## src/rtl/j1_wb_arbiter.sv

```systemverilog
// j1_wb_arbiter: round-robin sharing of one pipelined Wishbone master between the J1 ibus and dbus.
// Optional bus timeout is compiled in when WB_ARB_TIMEOUT_EN is defined.
module j1_wb_arbiter #(
  parameter int unsigned adr_width      = 16,
  parameter int unsigned dat_width      = 16,
  parameter int unsigned TIMEOUT_CYCLES = 64
) (
  input  logic                 clk,
  input  logic                 rst,
  input  logic [adr_width-1:0] i_adr,
  input  logic                 i_re,
  output logic [dat_width-1:0] i_dat,
  output logic                 i_ack,
  input  logic [adr_width-1:0] d_adr,
  input  logic                 d_re,
  input  logic                 d_we,
  input  logic [dat_width-1:0] d_dat_i,
  output logic [dat_width-1:0] d_dat_o,
  output logic                 d_ack,
  output logic [adr_width-1:0] wb_adr,
  output logic                 wb_cyc,
  output logic                 wb_stb,
  output logic                 wb_we,
  output logic [dat_width-1:0] wb_dat_o,
  input  logic [dat_width-1:0] wb_dat_i,
  input  logic                 wb_ack,
  input  logic                 wb_stall,
  output logic                 wb_err
);

  typedef enum logic [1:0] {IDLE, REQ, WAIT, DONE} state_t;

  state_t state, state_nx;
  logic   gnt_d;  // current/last grant: 1 = dbus, 0 = ibus
  logic   d_req_c, start_c, grant_d_c, to_wait_c, finish_c, tmo_c, tmo_fire_c;

  assign d_req_c = d_re | d_we;

`ifdef WB_ARB_TIMEOUT_EN
  localparam int unsigned CNT_W = $clog2(TIMEOUT_CYCLES + 1);

  logic [CNT_W-1:0] tmo_cnt;

  assign tmo_c = (tmo_cnt == CNT_W'(TIMEOUT_CYCLES - 1));

  // Cycles spent with the bus owned; restarts on every grant.
  always_ff @(posedge clk) begin
    if (rst || start_c) begin
      tmo_cnt <= '0;
    end else if (state == REQ || state == WAIT) begin
      tmo_cnt <= tmo_cnt + CNT_W'(1);
    end
  end
`else
  logic [31:0] unused_tmo;

  assign unused_tmo = 32'(TIMEOUT_CYCLES);
  assign tmo_c      = 1'b0;
`endif

  always_ff @(posedge clk) begin
    if (rst) state <= IDLE;
    else     state <= state_nx;
  end

  // Next state and one-cycle control strobes.
  always_comb begin
    state_nx   = state;
    start_c    = 1'b0;
    grant_d_c  = gnt_d;
    to_wait_c  = 1'b0;
    finish_c   = 1'b0;
    tmo_fire_c = 1'b0;
    case (state)
      IDLE: begin
        if (i_re || d_req_c) begin
          start_c   = 1'b1;
          grant_d_c = d_req_c && !(i_re && gnt_d);
          state_nx  = REQ;
        end
      end
      REQ: begin
        // An ack while stalled is a slave protocol violation and is dropped.
        if (!wb_stall && wb_ack) begin
          finish_c = 1'b1;
          state_nx = DONE;
        end else if (tmo_c) begin
          tmo_fire_c = 1'b1;
          state_nx   = DONE;
        end else if (!wb_stall) begin
          to_wait_c = 1'b1;
          state_nx  = WAIT;
        end
      end
      WAIT: begin
        if (wb_ack) begin
          finish_c = 1'b1;
          state_nx = DONE;
        end else if (tmo_c) begin
          tmo_fire_c = 1'b1;
          state_nx   = DONE;
        end
      end
      DONE:    state_nx = IDLE;
      default: state_nx = IDLE;
    endcase
  end

  // Registered bus outputs, grant memory and read-data capture.
  always_ff @(posedge clk) begin
    if (rst) begin
      gnt_d    <= 1'b0;
      wb_adr   <= '0;
      wb_cyc   <= 1'b0;
      wb_stb   <= 1'b0;
      wb_we    <= 1'b0;
      wb_dat_o <= '0;
      wb_err   <= 1'b0;
      i_dat    <= '0;
      i_ack    <= 1'b0;
      d_dat_o  <= '0;
      d_ack    <= 1'b0;
    end else begin
      i_ack  <= 1'b0;
      d_ack  <= 1'b0;
      wb_err <= 1'b0;
      if (start_c) begin
        gnt_d  <= grant_d_c;
        wb_adr <= grant_d_c ? d_adr : i_adr;
        wb_we  <= grant_d_c && d_we;
        if (grant_d_c) wb_dat_o <= d_dat_i;
        wb_cyc <= 1'b1;
        wb_stb <= 1'b1;
      end
      if (to_wait_c) wb_stb <= 1'b0;
      if (finish_c || tmo_fire_c) begin
        wb_cyc <= 1'b0;
        wb_stb <= 1'b0;
        i_ack  <= !gnt_d;
        d_ack  <= gnt_d;
        wb_err <= tmo_fire_c;
        if (!gnt_d) begin
          i_dat <= tmo_fire_c ? '1 : wb_dat_i;
        end else if (tmo_fire_c || !wb_we) begin
          d_dat_o <= tmo_fire_c ? '1 : wb_dat_i;
        end
      end
    end
  end

endmodule

```

## config.mk

```make
export PLATFORM = sky130hd
export DESIGN_NAME = j1_wb_arbiter
export DESIGN_NICKNAME = d
export VERILOG_FILES = /design/src/rtl/j1_wb_arbiter.sv
export SDC_FILE = /design/constraint.sdc
export NUM_CORES = 1
export LEC_CHECK = 0
export BUFFER_PORTS_ARGS = -buffer_cell sky130_fd_sc_hd__buf_2
export CELL_PAD_IN_SITES_DETAIL_PLACEMENT = 1
export CELL_PAD_IN_SITES_GLOBAL_PLACEMENT = 1
export CORE_ASPECT_RATIO = 0.8
export CORE_UTILIZATION = 32
export CTS_BUF_LIST = sky130_fd_sc_hd__clkbuf_16
export CTS_CLUSTER_DIAMETER = 60
export CTS_CLUSTER_SIZE = 12
export DETAILED_ROUTE_END_ITERATION = 16
export PLACE_DENSITY_LB_ADDON = 0.05
export RECOVER_POWER = 25
export SYNTH_ARGS = -nofsm -noshare
export SYNTH_HDL_FRONTEND = slang
export SYNTH_SLANG_ARGS = --single-unit
```

## constraint.sdc

```tcl
create_clock -name clk -period 2.4 [get_ports clk]
set_input_delay 0.12 -clock clk [delete_from_list [all_inputs] [get_ports clk]]
set_output_delay 0.12 -clock clk [all_outputs]
set_load 0.05 [all_outputs]
```

==> impl_metrics.toml, run 1 <==
[outcome]
status = "complete, no violations"

[logic_synthesis]
yosysTopAreaCell = "dfxtp_1"
ys_top_cells_by_area = "dfxtp_1, mux2i_1, nand2_1, nor2_1, a311oi_1"
yosys-mux-area-fraction_pct = 11.6
synth_top_family_by_area = "simple AND/OR/NAND/NOR gates"
synthTopCellsByCount = "dfxtp_1, nand2_1, nor2_1, mux2i_1, a21oi_1"
yosys.area.top_type_share_pct = 50.5
yosysSeqAreaShare_pct = 50.5
synthXorXnorAreaFrac_pct = 0
syn_nets = 388
ys.warnings.count = 0
synthSimpleGateAreaFrac_pct = 18.3
syn_area_um2 = 2860
synth-edff-count = 0
synthAdderAreaFrac_pct = 2.19
synth.distinct_cells = 33
syn_inst = 312
synth_compound_area_share_pct = 12.1
synth_flop_cell = "dfxtp_1"
yosysMostFrequentCell = "dfxtp_1"
ys_seq_elements = 72
syn_area_per_cell_um2 = 9.16
synthArstFlopShare_pct = 0

[clock_tree]
post_cts_resized = 0
cts_buffers = 9
cts_tree = "yes"
clkTransAtPathRegs_ps = 60
root_buffer = "clkbuf_16"
post_cts_buffers = 0
cts_max_level = 3
clock_latency_ps = 320
hold_buffers = 0
cts_buffer_depth = 2
clkSinkCount = 72

[worst_hold_path]
worstHoldPathType = "input pin to register"
holdCritStartpoint = "d_dat_i[6]"

[sta]
finalClockSkew_ps = 2.84
rsz0062_at_grt = "false"
max_slew_margin_pct = 40.9
setup_viol = 0
period_needed_ps = 1970
finalSetupTns_ps = 0
tightest_slew_ps = 887
final_hold_viol_count = 0
drv_slew = 0
period_share_pct = 81.9
fmax_mhz = 509

[global_route]
track_usage_pct = 16.9
grt.overflow.total = 0
antenna_found_initial = 0
grt_pass1_vias = 2609
grt_max_degree = 47
grt_pass1_wl_um = 12300

[routing]
drt_iter0_markers = 60
drtPass1Iterations = 4
ant_nets = 0
wl_um = 7620
drc = 0
vias_per_cell = 4.69
routedWlPerCell_um = 13.6
vias = 2637

[setup_path]
worstPathMaxFanout = 17
start_kind = "register"
worst-endpoint-arrival_ps = 2190
critPathRequiredTime_ps = 2630
startpoint = "state[1]"
cp-endpoint = "wb_adr[12]"
reg2reg_to = "wb_adr[12]"
critPathKind = "register to register"
end_kind = "register"
r2r_cells = 6
ff2ff_setup_slack_ps = 430
r2r_start = "state[1]"

[cells_and_area]
layout.nets = 521
diodes = 0
syn2layout_area_growth_pct = 36.0
drive_gt1_share_pct = 29.3

[power_and_ir_drop]
p_per_area_nw_per_um2 = 1380
ir_drop_mv = 0.468
p_total_mw = 5.35
leakage_nw = 1.81

[floorplanning]
pin_count = 141
die_w_um = 108
die-area_um2 = 9310
die_h_um = 86.5
num_rows = 30
core_area_um2 = 8560
start_util_pct = 33.4

[placed_design]
dpl.hpwl_um = 5380
gp_congestion = 0.749
portBuffers = 139

[run]
max_cap_viol_count = 0
==> cells by family (layout without fill, tap and decap cells) <==
kind of cell | count (synthesis) | after routing
adders and majority gates | 5 | 5
other | 1 | 1
and+or+nand+nor | 130 | 130
buffers and inverters | 26 | 164
muxes | 33 | 33
AOI/OAI and AO/OA | 45 | 45
DFF | 72 | 72
==> final cells by class <==
cell class                      instances  area (um^2)
Timing Repair Buffer                  144          689
Clock buffer                            9          225
Fill cell                            1045         4670
Clock inverter                          7         96.3
Inverter                                4         15.0
Tap cell                              112          140
Sequential cell                        72         1440
Multi-Input combinational cell        214         1280
==> power breakdown <==
group          internal [mW]  switching (mW)  leakage [nW]
clock network          0.909           0.499         0.148
logic                  0.600            1.73          1.07
registers               1.47           0.148         0.589
total                   2.97            2.38          1.81
==> routing by layer <==
layer | part of all wire, % | GRT usage (%)
met3 | 7.9 | 6.02
met4 | 0.77 | 4.86
met2 | 45 | 27.6
met1 | 47 | 20.9
met5 | 0 | 0
==> through the flow <==
stage	hold slack, ps	instance area, um^2	util, %	worst slack [ps]	instances
6_report	36.4	3880	45.4	434	562
5_1_grt	29.4	3880	45.4	155	562
4_1_cts	27.3	3930	45.9	386	562
3_5_place_dp	372	3610	42.1	386	546
3_3_place_gp	361	3610	42.1	514	546
2_1_floorplan	256	2860	-	709	312
==> how the worst min path moves through the flow <==
stage                              end  slack [ps]  cells after the start
after floorplan            wb_dat_o[0]         260                      2
after global placement    wb_dat_o[11]         360                      3
after detailed placement  wb_dat_o[11]         370                      3
after CTS                 wb_dat_o[11]          30                      3
after global routing      wb_dat_o[10]          30                      3
final                      wb_dat_o[6]          40                      3
==> cells in the final DEF (no fill, tap or decap), drive strengths merged, types with 2 or more instances in the layout <==
master / n
clkinv: 2
o21ai: 3
nand2: 66
nor2: 55
inv: 4
ha: 5
bufinv: 2
dfxtp: 72
a211oi: 2
buf: 109
a21oi: 17
clkinvlp: 3
clkbuf: 44
mux2i: 33
a311oi: 16
==> critical path: stages (launching register included) <==
cell and delay (ps):
dfxtp_1 330, inv_1 130, ha_1 270, o21ai_2 120, o21ai_2 610, nand2_1 140
a311oi_1 270
==> flip-flops by register name, summed over array words and instances, names as in the netlist <==
signal    cells
d_ack         1
d_dat_o      16
gnt_d         1
i_ack         1
i_dat        16
state         2
wb_adr       16
wb_cyc        1
wb_dat_o     16
wb_stb        1
wb_we         1
Power figures use the tool's default switching activity.
==> run 2: changes to the inputs <==
--- a/config.mk
+++ b/config.mk
@@ -5,11 +5,12 @@
 export SDC_FILE = /design/constraint.sdc
 export NUM_CORES = 1
 export LEC_CHECK = 0
+export ABC_AREA = 1
 export BUFFER_PORTS_ARGS = -buffer_cell sky130_fd_sc_hd__buf_2
 export CELL_PAD_IN_SITES_DETAIL_PLACEMENT = 1
 export CELL_PAD_IN_SITES_GLOBAL_PLACEMENT = 1
 export CORE_ASPECT_RATIO = 0.8
-export CORE_UTILIZATION = 32
+export CORE_UTILIZATION = 33
 export CTS_BUF_LIST = sky130_fd_sc_hd__clkbuf_16
 export CTS_CLUSTER_DIAMETER = 60
 export CTS_CLUSTER_SIZE = 12
==> constraint.sdc (replaced) <==
create_clock -name clk -period 1.86 [get_ports clk]
set_input_delay 0.093 -clock clk [delete_from_list [all_inputs] [get_ports clk]]
set_output_delay 0.093 -clock clk [all_outputs]
set_load 0.05 [all_outputs]
==> impl_metrics.toml, run 2 <==
[placed_design]
dpl.hpwl_um = 7960
place_ws_ps = -10.8
portBuffers = 139
gp_congestion = 0.708

[setup_path]
start_kind = "register"
crit_chain = "inv_1 > ha_1 > inv_2 > o21ai_4 > buf_4 > nand3_1 > nand2_1 > inv_1"
startpoint = "state[0]"
cp.buffers_inverters = 4
critPathKind = "register to register"
cp_slowest_cell = "dfxtp_1"
cp_common_cell = "inv_1"
cpPeakStageDelay_ps = 350
r2r_start = "state[0]"
worstPathMaxFanout = 10
critPathTopFamily = "buffers and inverters"
critPathRequiredTime_ps = 2090
end_kind = "register"
worst-endpoint-arrival_ps = 1930

[worst_hold_path]
worstHoldPathType = "input pin to register"
holdCritStartpoint = "d_adr[14]"

[cells_and_area]
diodes = 0
seq_area_um2 = 1440
layout.nets = 813
drive_gt1_share_pct = 22.0
syn2layout_area_growth_pct = 30.0
multi_input_area_um2 = 1530
final_cell_mix = "inv_1, nand2_1, buf_2"
final_util_pct = 44.4
n_fill_cell = 1505
final_common_cell = "inv_1"

[floorplanning]
die_h_um = 97.2
pin_count = 141
num_rows = 34
die-area_um2 = 11800
core_area_um2 = 10900
die_w_um = 121
start_util_pct = 34.2

[logic_synthesis]
synth_top_family_by_area = "simple AND/OR/NAND/NOR gates"
synth-edff-count = 0
syn_nets = 669
syn_area_um2 = 3740
synth_flop_cell = "dfxtp_1"
synthArstFlopShare_pct = 0
yosysMostFrequentCell = "inv_1"
syn_area_per_cell_um2 = 6.30
syn_inst = 593
synthXorXnorAreaFrac_pct = 0
synthSimpleGateAreaFrac_pct = 34.4
ys_seq_elements = 72
ys_top_cells_by_area = "dfxtp_1, inv_1, nand2_1, nand3_1, nor2_1"
yosys.area.top_type_share_pct = 38.6
yosysTopAreaCell = "dfxtp_1"
synthAdderAreaFrac_pct = 1.67
yosys-mux-area-fraction_pct = 0
ys.warnings.count = 0
synth_compound_area_share_pct = 3.95
synthTopCellsByCount = "inv_1, nand2_1, nand3_1, dfxtp_1, nor2_1"
yosysSeqAreaShare_pct = 38.6
synth.distinct_cells = 23

[routing]
drt_iter0_markers = 94
vias = 3814
drtPass1Iterations = 4
wl_um = 10700
drc = 0
ant_nets = 0
vias_per_cell = 4.30
routedWlPerCell_um = 12.0

[clock_tree]
cts_buffer_depth = 2
root_buffer = "clkbuf_16"
cts_tree = "yes"
hold_buffers = 0
clock_latency_ps = 340
clkSinkCount = 72
clkTransAtPathRegs_ps = 60
cts_max_level = 3
cts_buffers = 9

[global_route]
grt_pass1_wl_um = 18000
grt_pass1_vias = 3901
grt_max_degree = 23
grt.overflow.total = 0
antenna_found_initial = 0
track_usage_pct = 19.5

[sta]
fmax_mhz = 588
layout_setup_ws_ps = 160
final_hold_viol_count = 0
tightest_slew_ps = 656
setup_viol = 0
period_needed_ps = 1700
period_share_pct = 91.4
rsz0062_at_grt = "false"
drv_slew = 0
finalClockSkew_ps = 4.28
max_slew_margin_pct = 56.5

[power_and_ir_drop]
ir_drop_mv = 0.717
p_total_mw = 9.01
leakage_nw = 2.78
p_per_area_nw_per_um2 = 1850

[outcome]
status = "complete, no violations"

[run]
max_cap_viol_count = 0
run 2: path summary, 6_finish.rpt:
kind | to | cells after the start | slack, ps
max | wb_adr[13] | 8 | 160
min | wb_adr[14] | 5 | 50
max reg2reg | wb_adr[13] | 8 | 160
min reg2reg | wb_cyc | 2 | 490
run 2: routing by layer:
metal  part of all wire [%]  GRT usage, %
met5                      0             0
met4                    1.1          5.13
met3                    5.0          6.04
met2                     47          32.7
met1                     47          24.0
run 2: cells by family (layout without fill, tap and decap cells):
kind of cell	count (synthesis)	in the layout
fa+ha+maj	5	5
simple gates	294	294
compound gates	24	24
other cells	1	1
flops	72	72
buf+inv	197	346
run 2: worst reg2reg max path, delay by kind of cell (launching register included):
kind,cells,cell delay (ps)
DFF,1,350
adders and majority gates,1,280
AOI/OAI and AO/OA,1,300
and+or+nand+nor,2,170
buffers and inverters,4,510
run 2: area by class of cell:
cell class              count  area share, %
inverters                 171           13.2
clock inverters             7          0.695
well taps                 144           3.71
flip-flops and latches     72           29.7
multi-input cells         324           31.5
clock buffers               9           4.64
repair buffers            159           16.6
run 2: metrics by stage:
| step | hold WS [ps] | cells | setup TNS (ps) | cell area [um^2] |
|---|---|---|---|---|
| floorplan | 238 | 593 | 0 | 3740 |
| global placement | 373 | 867 | 0 | 4590 |
| detailed placement | 392 | 867 | -36.0 | 4590 |
| CTS | 35.6 | 886 | 0 | 4870 |
| global route | 64.1 | 886 | 0 | 4860 |
| finish | 48.6 | 886 | 0 | 4860 |
run 2: repair_timing:
| action | in CTS | in global routing |
|---|---|---|
| pin swaps | 1 | 0 |
| setup buffers | 3 | 0 |
| gates resized for setup | 0 | 6 |
| setup endpoints to repair | 25 | 27 |
| gates cloned | 0 | 0 |
run 2: report_power, final:
group          switching, mW  internal (mW)
clock network          0.661          0.880
logic                   3.77           1.38
registers              0.274           2.05
total                   4.70           4.31
==> run 3: changes to the inputs <==
--- a/config.mk
+++ b/config.mk
@@ -10,6 +10,7 @@
 export CELL_PAD_IN_SITES_DETAIL_PLACEMENT = 1
 export CELL_PAD_IN_SITES_GLOBAL_PLACEMENT = 1
 export CORE_ASPECT_RATIO = 0.8
+export CORE_MARGIN = 3
 export CORE_UTILIZATION = 33
 export CTS_BUF_LIST = sky130_fd_sc_hd__clkbuf_16
 export CTS_CLUSTER_DIAMETER = 60
==> impl_metrics.toml, run 3 (same netlist as run 2, synthesis figures left out) <==
[floorplanning]
start_util_pct = 34.0
num_rows = 34
die_w_um = 125
die-area_um2 = 12600
die_h_um = 101
pin_count = 141
core_area_um2 = 11000

[setup_path]
worst-endpoint-arrival_ps = 1980
critPathRequiredTime_ps = 2120
ff2ff_setup_slack_ps = 150
worstPathMaxFanout = 16
r2r_start = "state[1]"
reg2reg_to = "d_dat_o[13]"
start_kind = "register"
r2r_cells = 8
end_kind = "register"
critPathKind = "register to register"

[cells_and_area]
final_common_cell = "inv_1"
drive_gt1_share_pct = 21.9
layout.cells.non_filler = 885
layout.nets = 812
diodes = 0
seq_area_um2 = 1440
syn2layout_area_growth_pct = 31.7
n_fill_cell = 1516
multi_input_area_um2 = 1530
final_cell_mix = "inv_1, nand2_1, buf_2"

[clock_tree]
cts_tree = "yes"
clkTransAtPathRegs_ps = 60
cts_buffers = 9
cts_max_level = 3
clock_latency_ps = 330
cts_buffer_depth = 2
root_buffer = "clkbuf_16"
hold_buffers = 0
clkSinkCount = 72

[sta]
drv_slew = 0
rsz0062_at_grt = "true"
fmax_mhz = 583
max_slew_margin_pct = 57.4
period_share_pct = 92.1
finalClockSkew_ps = 6.78
setup_viol = 0
period_needed_ps = 1710
hold_ws_ps = 41.3
final_hold_viol_count = 0
tightest_slew_ps = 642

[routing]
wl_um = 11100
drtPass1Iterations = 4
ant_nets = 0
routedWlPerCell_um = 12.6
vias_per_cell = 4.37
drc = 0
vias = 3868
drt_iter0_markers = 103

[worst_hold_path]
hold_depth = 5
hold_end = "wb_adr[9]"
worstHoldPathType = "input pin to register"
holdCritStartpoint = "d_adr[9]"

[placed_design]
gp_congestion = 0.824
dp_cells = 865
dpl.hpwl_um = 8270
portBuffers = 139

[run]
max_cap_viol_count = 0

[global_route]
grt.overflow.total = 0
track_usage_pct = 17.8
grt_max_degree = 50
grt_pass1_wl_um = 18500
grt_pass1_vias = 3993
antenna_found_initial = 0

[outcome]
status = "complete, no violations"

[power_and_ir_drop]
leakage_nw = 2.78
ir_drop_mv = 0.625
p_per_area_nw_per_um2 = 1910
[run 3: cell count changes in the layout (fill, tap and decap cells not counted), sizes merged]
cell / delta
inv: -5
clkinv: +1
bufinv: +2
clkinvlp: +2
buf: -1
[run 3: layout make-up]
cell class | count | area share [%]
clock buffers | 9 | 4.58
clock inverters | 7 | 1.75
multi-input cells | 324 | 31.0
inverters | 171 | 13.0
flip-flops and latches | 72 | 29.3
repair buffers | 158 | 16.6
well taps | 144 | 3.66
[run 3: report_power, final]
part / internal [mW] / total, mW / switching, mW / leakage (nW)
clock: 1.16 / 1.82 / 0.662 / 0.144
sequential: 2.05 / 2.33 / 0.283 / 0.590
combinational: 1.44 / 5.23 / 3.79 / 2.04
total: 4.65 / 9.38 / 4.74 / 2.78
[run 3: per-layer routing]
layer	vias to the layer above	track usage, %	part of all wire, %
met5	-	0	0
met4	0	4.50	0.92
met3	10	5.17	5.7
met2	83	31.6	49
met1	1786	21.5	45
li1	1989	-	-
[run 3: critical path, cell delays in order, from the launching register on]
cell	delay, ps
dfxtp_1	360
inv_1	110
ha_1	320
nand2_1	110
a21oi_4	270
nand2_4	200
nand2_1	110
inv_1	50
nor2_1	120
[run 3: worst max path at each step]
| stage | startpoint | to | slack, ps | depth (start not counted) |
|---|---|---|---|---|
| floorplan | state[0] | wb_dat_o[7] | 310 | 10 |
| global placement | state[1] | wb_dat_o[13] | 210 | 8 |
| detailed placement | state[0] | i_dat[8] | 80 | 8 |
| CTS | state[0] | d_dat_o[13] | 30 | 8 |
| global route | state[1] | d_dat_o[13] | -1 | 8 |
| finish | state[1] | d_dat_o[13] | 150 | 8 |
[run 3: what timing repair did]
item                                    4_1_cts  5_1_grt
gates resized for setup                       0        4
endpoints found under the setup margin        0       40
setup buffers                                 0        4
[run 3: metrics by stage]
stage	instance area [um^2]	setup slack, ps	util (%)	setup TNS, ps	power, mW
floorplan	3740	307	-	0	6.31
global placement	4600	215	41.9	0	7.41
detailed placement	4600	76.1	41.9	0	7.58
CTS	4910	30.4	44.7	0	9.46
global route	4920	-1.19	44.8	-1.19	10.1
finish	4920	146	44.8	0	9.38
